File: config.mk
export PLATFORM = sky130hd
export DESIGN_NAME = puf_response_engine_flat
export DESIGN_NICKNAME = d
export VERILOG_FILES = /design/src/rtl/puf_pkg.sv /design/src/rtl/puf_response_engine_if.sv /design/src/rtl/puf_challenge_lfsr.sv /design/src/rtl/puf_response_engine.sv /design/src/flat_wrapper.sv
export SDC_FILE = /design/constraint.sdc
export NUM_CORES = 1
export LEC_CHECK = 0
export ABC_AREA = 1
export BUFFER_PORTS_ARGS = -buffer_cell sky130_fd_sc_hd__buf_4
export CAP_MARGIN = 20
export CORE_ASPECT_RATIO = 1.4
export CORE_MARGIN = 2
export CORE_UTILIZATION = 30
export CTS_CLUSTER_DIAMETER = 30
export DETAILED_ROUTE_END_ITERATION = 16
export MAX_ROUTING_LAYER = met4
export PLACE_DENSITY = 0.54
export SKIP_LAST_GASP = 1
export SLEW_MARGIN = 20
export SYNTH_ARGS = -nofsm -noshare
export SYNTH_HDL_FRONTEND = slang
export SYNTH_SLANG_ARGS = --single-unit
File: constraint.sdc
create_clock -name clk -period 2 [get_ports clk]
set_input_delay 0.2 -clock clk [delete_from_list [all_inputs] [get_ports clk]]
set_output_delay 0.2 -clock clk [all_outputs]
set_load 0.005 [all_outputs]
File: src/rtl/puf_pkg.sv
// rtl/puf_pkg.sv - shared types, constants and helpers for the PUF response engine
//
// Purpose : FSM state encoding, default LFSR feedback mask and a request
//           latency helper shared by the engine and its benches.
// Ports   : none (package).
package puf_pkg;

  typedef enum logic [2:0] {
    IDLE   = 3'd0,
    PRECHG = 3'd1,
    LAUNCH = 3'd2,
    DECIDE = 3'd3,
    DONE   = 3'd4
  } puf_state_e;

  localparam logic [31:0] DEFAULT_TAPS = 32'h80200003;

  // Cycles from the start-sampling edge to the edge that raises rsp_valid.
  function automatic int unsigned puf_latency(input int unsigned n_bits,
                                              input int unsigned n_repeat,
                                              input int unsigned settle);
    return n_bits * (n_repeat * (2 * settle + 2) + 1);
  endfunction

endpackage

File: src/rtl/puf_response_engine_if.sv
// rtl/puf_response_engine_if.sv - host-side request/response interface of the PUF engine
//
// Purpose : groups the host command and response handshake signals.
// Signals : start/seed     request pulse and challenge seed (host -> engine)
//           busy           engine occupied (engine -> host)
//           rsp_valid/rsp_ready/rsp/unstable_cnt  response handshake
// Modports: master (host side), slave (engine side).
interface puf_response_engine_if #(
  parameter int WIDTH  = 32,
  parameter int N_BITS = 32
);
  localparam int CW = $clog2(N_BITS + 1);

  logic              start;
  logic [WIDTH-1:0]  seed;
  logic              busy;
  logic              rsp_valid;
  logic              rsp_ready;
  logic [N_BITS-1:0] rsp;
  logic [CW-1:0]     unstable_cnt;

  modport master (
    output start, seed, rsp_ready,
    input  busy, rsp_valid, rsp, unstable_cnt
  );

  modport slave (
    input  start, seed, rsp_ready,
    output busy, rsp_valid, rsp, unstable_cnt
  );

endinterface

File: src/rtl/puf_challenge_lfsr.sv
// rtl/puf_challenge_lfsr.sv - challenge LFSR with seed load and rotated operand outputs
//
// Purpose : holds the challenge state; loads a seed (zero seed forced to 1 so
//           the register never locks up) and advances once per response bit.
// Ports   : clk, rst_n         clock, async active-low reset
//           load, seed         load request and seed value
//           advance            shift one step
//           chal_a, chal_b     lfsr and lfsr rotated left by WIDTH/2
module puf_challenge_lfsr
  import puf_pkg::*;
#(
  parameter int              WIDTH = 32,
  parameter logic [WIDTH-1:0] TAPS = WIDTH'(DEFAULT_TAPS)
) (
  input  logic             clk,
  input  logic             rst_n,
  input  logic             load,
  input  logic [WIDTH-1:0] seed,
  input  logic             advance,
  output logic [WIDTH-1:0] chal_a,
  output logic [WIDTH-1:0] chal_b
);

  localparam int ROT = WIDTH / 2;

  logic [WIDTH-1:0] lfsr;

  always_ff @(posedge clk or negedge rst_n) begin
    if (!rst_n) begin
      lfsr <= '0;
    end else if (load) begin
      lfsr <= (seed == '0) ? WIDTH'(1) : seed;
    end else if (advance) begin
      lfsr <= {lfsr[WIDTH-2:0], ^(lfsr & TAPS)};
    end
  end

  assign chal_a = lfsr;
  assign chal_b = {lfsr[WIDTH-ROT-1:0], lfsr[WIDTH-1:WIDTH-ROT]};

endmodule

File: src/rtl/puf_response_engine.sv
// rtl/puf_response_engine.sv - arbiter PUF sequencer with majority-voted response bits
//
// Purpose : per response bit, runs N_REPEAT precharge/launch evaluations of
//           the external adder/PDL/arbiter fabric, majority-votes them, and
//           assembles an N_BITS response plus a count of split-vote bits.
// Ports   : clk, rst_n     clock, async active-low reset
//           host (slave)   start/seed request, busy, rsp handshake
//           op_a, op_b     registered operands to both adder paths
//           arb_clr        clear pulse to the arbiter flop
//           arb_in         asynchronous arbiter output (synchronised here)
module puf_response_engine
  import puf_pkg::*;
#(
  parameter int               WIDTH    = 32,
  parameter int               N_BITS   = 32,
  parameter int               N_REPEAT = 7,
  parameter int               SETTLE   = 4,
  parameter logic [WIDTH-1:0] TAPS     = WIDTH'(DEFAULT_TAPS)
) (
  input  logic                  clk,
  input  logic                  rst_n,
  puf_response_engine_if.slave  host,
  output logic [WIDTH-1:0]      op_a,
  output logic [WIDTH-1:0]      op_b,
  output logic                  arb_clr,
  input  logic                  arb_in
);

  localparam int CW = $clog2(N_BITS + 1);
  localparam int RW = $clog2(N_REPEAT + 1);
  localparam int BW = (N_BITS > 1) ? $clog2(N_BITS) : 1;
  localparam int PW = $clog2(SETTLE + 2);

  puf_state_e        state, state_n;
  logic [PW-1:0]     phase_cnt;
  logic [RW-1:0]     rep_cnt;
  logic [RW-1:0]     vote_cnt;
  logic [BW-1:0]     bit_cnt;
  logic              arb_s1, arb_s2;
  logic [N_BITS-1:0] rsp_q;
  logic [CW-1:0]     unstable_q;
  logic              busy_q, rsp_valid_q;
  logic [WIDTH-1:0]  chal_a, chal_b;

  logic              accept;
  logic              eval_done;
  logic              last_bit;

  puf_challenge_lfsr #(
    .WIDTH (WIDTH),
    .TAPS  (TAPS)
  ) u_lfsr (
    .clk     (clk),
    .rst_n   (rst_n),
    .load    (accept),
    .seed    (host.seed),
    .advance (state == DECIDE),
    .chal_a  (chal_a),
    .chal_b  (chal_b)
  );

  always_ff @(posedge clk or negedge rst_n) begin
    if (!rst_n) begin
      state <= IDLE;
    end else begin
      state <= state_n;
    end
  end

  always_comb begin
    state_n   = state;
    accept    = 1'b0;
    eval_done = 1'b0;
    last_bit  = (bit_cnt == BW'(N_BITS - 1));
    case (state)
      IDLE: begin
        if (host.start) begin
          accept  = 1'b1;
          state_n = PRECHG;
        end
      end
      PRECHG: begin
        if (phase_cnt == PW'(SETTLE - 1)) state_n = LAUNCH;
      end
      LAUNCH: begin
        // Two extra cycles cover the synchroniser so the sampled value
        // reflects this evaluation's race, not the previous one.
        if (phase_cnt == PW'(SETTLE + 1)) begin
          eval_done = 1'b1;
          state_n   = (rep_cnt == RW'(N_REPEAT - 1)) ? DECIDE : PRECHG;
        end
      end
      DECIDE: begin
        state_n = last_bit ? DONE : PRECHG;
      end
      DONE: begin
        if (host.rsp_ready) state_n = IDLE;
      end
      default: state_n = IDLE;
    endcase
  end

  always_ff @(posedge clk or negedge rst_n) begin
    if (!rst_n) begin
      arb_s1      <= 1'b0;
      arb_s2      <= 1'b0;
      phase_cnt   <= '0;
      rep_cnt     <= '0;
      vote_cnt    <= '0;
      bit_cnt     <= '0;
      rsp_q       <= '0;
      unstable_q  <= '0;
      op_a        <= '0;
      op_b        <= '0;
      arb_clr     <= 1'b0;
      busy_q      <= 1'b0;
      rsp_valid_q <= 1'b0;
    end else begin
      arb_s1 <= arb_in;
      arb_s2 <= arb_s1;

      if ((state_n != state) || !((state == PRECHG) || (state == LAUNCH))) begin
        phase_cnt <= '0;
      end else begin
        phase_cnt <= phase_cnt + PW'(1);
      end

      if (accept) begin
        rsp_q      <= '0;
        unstable_q <= '0;
        vote_cnt   <= '0;
        rep_cnt    <= '0;
        bit_cnt    <= '0;
      end

      if (eval_done) begin
        vote_cnt <= vote_cnt + RW'(arb_s2);
        rep_cnt  <= rep_cnt + RW'(1);
      end

      if (state == DECIDE) begin
        rsp_q[bit_cnt] <= (vote_cnt > RW'(N_REPEAT / 2));
        if ((vote_cnt != '0) && (vote_cnt != RW'(N_REPEAT))) begin
          unstable_q <= unstable_q + CW'(1);
        end
        vote_cnt <= '0;
        rep_cnt  <= '0;
        // Hold at the last index rather than wrapping past N_BITS-1.
        if (!last_bit) bit_cnt <= bit_cnt + BW'(1);
      end

      // Outputs are registered from the next state so they change on the
      // same edge as the state they belong to.
      op_a        <= (state_n == LAUNCH) ? chal_a : '0;
      op_b        <= (state_n == LAUNCH) ? chal_b : '0;
      arb_clr     <= (state_n == PRECHG);
      busy_q      <= (state_n != IDLE);
      rsp_valid_q <= (state_n == DONE);
    end
  end

  assign host.busy         = busy_q;
  assign host.rsp_valid    = rsp_valid_q;
  assign host.rsp          = rsp_q;
  assign host.unstable_cnt = unstable_q;

endmodule

File: src/flat_wrapper.sv
// flat-port wrapper written by rule: the top's interface ports become plain ports
module puf_response_engine_flat import puf_pkg::*;
#(
  parameter int               WIDTH    = 32,
  parameter int               N_BITS   = 32,
  parameter int               N_REPEAT = 7,
  parameter int               SETTLE   = 4,
  parameter logic [WIDTH-1:0] TAPS     = WIDTH'(DEFAULT_TAPS)
)
  (clk, rst_n, op_a, op_b, arb_clr, arb_in, host_start, host_seed, host_rsp_ready, host_busy, host_rsp_valid, host_rsp, host_unstable_cnt);
  puf_response_engine_if #(.WIDTH(WIDTH), .N_BITS(N_BITS)) host_i ();
  input  logic clk;
  input  logic rst_n;
  output logic [WIDTH-1:0] op_a;
  output logic [WIDTH-1:0] op_b;
  output logic arb_clr;
  input  logic arb_in;
  input wire logic [$bits(host_i.start)-1:0] host_start;
  input wire logic [$bits(host_i.seed)-1:0] host_seed;
  input wire logic [$bits(host_i.rsp_ready)-1:0] host_rsp_ready;
  output wire logic [$bits(host_i.busy)-1:0] host_busy;
  output wire logic [$bits(host_i.rsp_valid)-1:0] host_rsp_valid;
  output wire logic [$bits(host_i.rsp)-1:0] host_rsp;
  output wire logic [$bits(host_i.unstable_cnt)-1:0] host_unstable_cnt;
  assign host_i.start = host_start;
  assign host_i.seed = host_seed;
  assign host_i.rsp_ready = host_rsp_ready;
  assign host_busy = host_i.busy;
  assign host_rsp_valid = host_i.rsp_valid;
  assign host_rsp = host_i.rsp;
  assign host_unstable_cnt = host_i.unstable_cnt;
  puf_response_engine #(.WIDTH(WIDTH), .N_BITS(N_BITS), .N_REPEAT(N_REPEAT), .SETTLE(SETTLE), .TAPS(TAPS)) u_core (.clk(clk), .rst_n(rst_n), .host(host_i), .op_a(op_a), .op_b(op_b), .arb_clr(arb_clr), .arb_in(arb_in));
endmodule
==> impl_results.md <==
- Crit path kind: reg -> reg
- First-pass GRT wire length: ~23000 µm
- Element type at the critical path end: register
- Worst setup SP type: register
- Tot GR Track Use: about 15%
- Area growth, synth to finish: 29.87%
- Routed WL per cell: around 14 µm
- Largest fanout on the critical path: 32
- Dpl hpwl: 10030 µm
- Syn Area/Cell: 8.953 µm²
- PwrDens: 1053 nW/µm²
- Overflow left after global routing: 0
- #FFs+latches synth: about 120
- Worst vdd ir: ~0.00058 V
- Comb pwr share: around 22%
- Syn Inst Count: 642
- Boundary Pins: ~140
- Most frequent cells in the layout: 152 x buf_4, 124 x dfrtp_1, 94 x nor2_1
- Compound-gate portion of the synthesized area: between 9 and 10%
- Final period util: between 90% and 100%
- Sw Pwr: 2.627 mW
- Post-synthesis simple-gate area fraction: 20.85%
- Port Buffers: 141
- Clk sinks: roughly 120
- Placed cell count: slightly below 1000
- Clock tree buffer depth: 2
- Final core occ: around two fifths
- Drt drc: 0
- Register area share after synthesis: 53.98%
- Worst-Margin Slew: between 0.5 and 0.6 ns
- Net switching fraction of the power: 33.41%
- Reg clk slew, reported paths: about 0.06 ns
- Initial DRC count: approximately 250
- Largest net degree at the start of global routing: 52
- Clock network fraction of total power: roughly 36%
- Ys Warns: 0
- Hold Path Depth: 3
- R2R setup slack: 0.17 ns
- Clk_skew: 0.01163 ns
- Pre-antenna DRT Iters: 6
- Worst hold path type: in -> reg
- Root Buffer: clkbuf_16
- Post-Place Setup Slack: -0.01131 ns
- Core area: 18680 µm²
- Share of cells above drive strength 1: between 20% and 30%
- Vias per cell: roughly 4.5
- Synthesized cell area: 5748 µm²
- Remaining antenna violation count after routing: 0
- Die Wd: approximately 120 µm
- Synth top area cells: dfrtp_1 54%, o21ai_0 6.6%, nor2_1 6.1%
- Vias in the first global route: roughly 4600
- Cell area after layout: about 7500 µm²
- Post-synth top area cell: dfrtp_1
- Arrival time worst endpoint: ~2.2 ns
- FF-to-FF path depth: 11
- Register area: between 3000 and 4000 µm²
- Placement Cell Area: between 6000 and 7000 µm²
- Std cell rows: 59
- Initial cell density of the core: 30.78%
- Number of diodes: 0
- Most common cell after layout, fill and taps aside: buf_4
- Net Count, Synth: just under 700
- Library cells used by synthesis: 30
- GP Congestion: slightly below 0.8
- Yosys top cell area share: approximately 54%
- Largest family of logic cells by synthesized area: simple AND/OR/NAND/NOR gates
- Fill count: between 1500 and 2000
- Die height: 167.8 µm
- CTS tree: built
- Max-slew violations: 0
- Post-Synth XOR/XNOR Area: less than 1%
- Status: finished, final reports clean
- Final min period: 1.827 ns
- Antenna violations before repair: 0
- Post-synthesis mux area share: 0%
- Reg power frac: roughly two fifths
- Final cell count without fillers: between 1000 and 1500
- Max Freq: about 550 MHz
- Internal Pwr Total: ~5.2 mW
- Final setup violation count: 0
- Leak: 3.801 nW
- Endpoints failing hold: 0
- Critical path data required time: 2.33 ns
- Insertion delay to the later sink of the worst-skew pair: approximately 0.4 ns
- Num CTS Buffers: 17
- Total die area: between 20000 and 25000 µm²
- Final worst setup slack: 0.1731 ns
- RSZ-0062 raised after global routing: no
- Via count: between 4000 and 5000
- Max_cap viols: 0
- Synth Area in Adders: 3.047%
- Max_slew headroom: 65.59%
- Area of the multi-input gates: approximately 2000 µm²
- Final Power: just under 8 mW
- WL final: 14210 µm
- Depth of the CTS H-tree: 4
- Final #Nets: between 800 and 900
final timing paths:
kind / startpoint / end
setup / recovery: u_core.bit_cnt[0] / u_core.op_a[0]
hold / removal: host_seed[26] / u_core.u_lfsr.chal_a[26]
setup reg to reg: u_core.bit_cnt[0] / u_core.op_a[0]
hold reg to reg: u_core.arb_s1 / u_core.arb_s2
max in group asynchronous: rst_n / u_core.u_lfsr.chal_a[27]
min in group asynchronous: rst_n / u_core.host.unstable_cnt[1]
power groups by stage:
stage / Sequential, mW / Clock, mW / Combinational [mW]
final: 3.29 / 2.80 / 1.77
after global routing: 3.35 / 3.03 / 2.06
after CTS: 3.30 / 2.91 / 1.79
after detailed placement: 3.34 / 0 / 1.78
after global placement: 3.34 / 0 / 1.75
after floorplan: 3.24 / 0 / 1.25
cell usage after synthesis, drive strengths merged:
| master | number |
|---|---|
| inv | 69 |
| nand3 | 57 |
| nor2 | 102 |
| nor3 | 12 |
| xor2 | 1 |
| dfrtp | 124 |
| nand2 | 90 |
| o21ai | 82 |
| nand3b | 1 |
| o31ai | 3 |
| xnor2 | 4 |
| nand2b | 1 |
| a21oi | 7 |
| o22ai | 17 |
| buf | 49 |
| clkbuf | 6 |
| ha | 14 |
| nand4 | 1 |
| clkinv | 2 |
critical path: stages (launching register included):
cell and delay (ns):
dfrtp_1 0.39, ha_2 0.21, inv_1 0.06, nor3_2 0.14, ha_1 0.17, inv_1 0.04
nand2_1 0.09, nand2_1 0.10, nor2_4 0.17, nand2_2 0.06, buf_6 0.19, nor2_1 0.12
timing repair:
action,4_1_cts,5_1_grt
gates resized for setup,1,4
setup endpoints to repair,19,35
hold buffers,4,0
endpoints found under the hold margin,37,0
buffers inserted,0,1
kinds of logic (layout without fill, tap and decap cells):
| kind of cell | count (synthesis) | count (layout) |
|---|---|---|
| AO/OA/AOI/OAI | 109 | 109 |
| XOR/XNOR | 5 | 5 |
| adder cells (fa/ha/maj) | 14 | 14 |
| buffers and inverters | 126 | 263 |
| flip-flops | 124 | 124 |
| AND/OR/NAND/NOR | 264 | 264 |
sequential cells by signal, summed over array words and instances, names as in the netlist:
register                  flops
u_core.op_b                   1
u_core.host.rsp              32
u_core.phase_cnt              3
u_core.host.busy              1
u_core.u_lfsr.chal_a         32
u_core.arb_s2                 1
u_core.vote_cnt               3
u_core.host.unstable_cnt      6
u_core.arb_s1                 1
u_core.state                  3
u_core.bit_cnt                5
u_core.host.rsp_valid         1
u_core.op_a                  31
u_core.arb_clr                1
u_core.rep_cnt                3
routing by layer:
metal  global-route usage, %  vias up  routed length [µm]
li1                        -     2296                   -
met1                   17.05     2182                5855
met5                       -        -                   0
met3                   2.676       15                 552
met4                   5.258        0                 227
met2                   25.92      112                7570
stage by stage:
stage,TNS (ns),hold WS [ns]
finish,0,0.02158
global route,0,0.02105
CTS,0,0.0008777
detailed placement,-0.02031,0.2123
global placement,0,0.2154
floorplan,0,-0.09559
cell type report:
| class | instances | share of cell area (%) |
|---|---|---|
| Timing Repair Buffer | 160 | 16.66 |
| Clock buffer | 18 | 5.749 |
| Inverter | 71 | 3.621 |
| Tap cell | 244 | 4.090 |
| Multi-Input combinational cell | 392 | 26.79 |
| Sequential cell | 124 | 41.57 |
| Clock inverter | 14 | 1.525 |
Power figures use the tool's default switching activity.
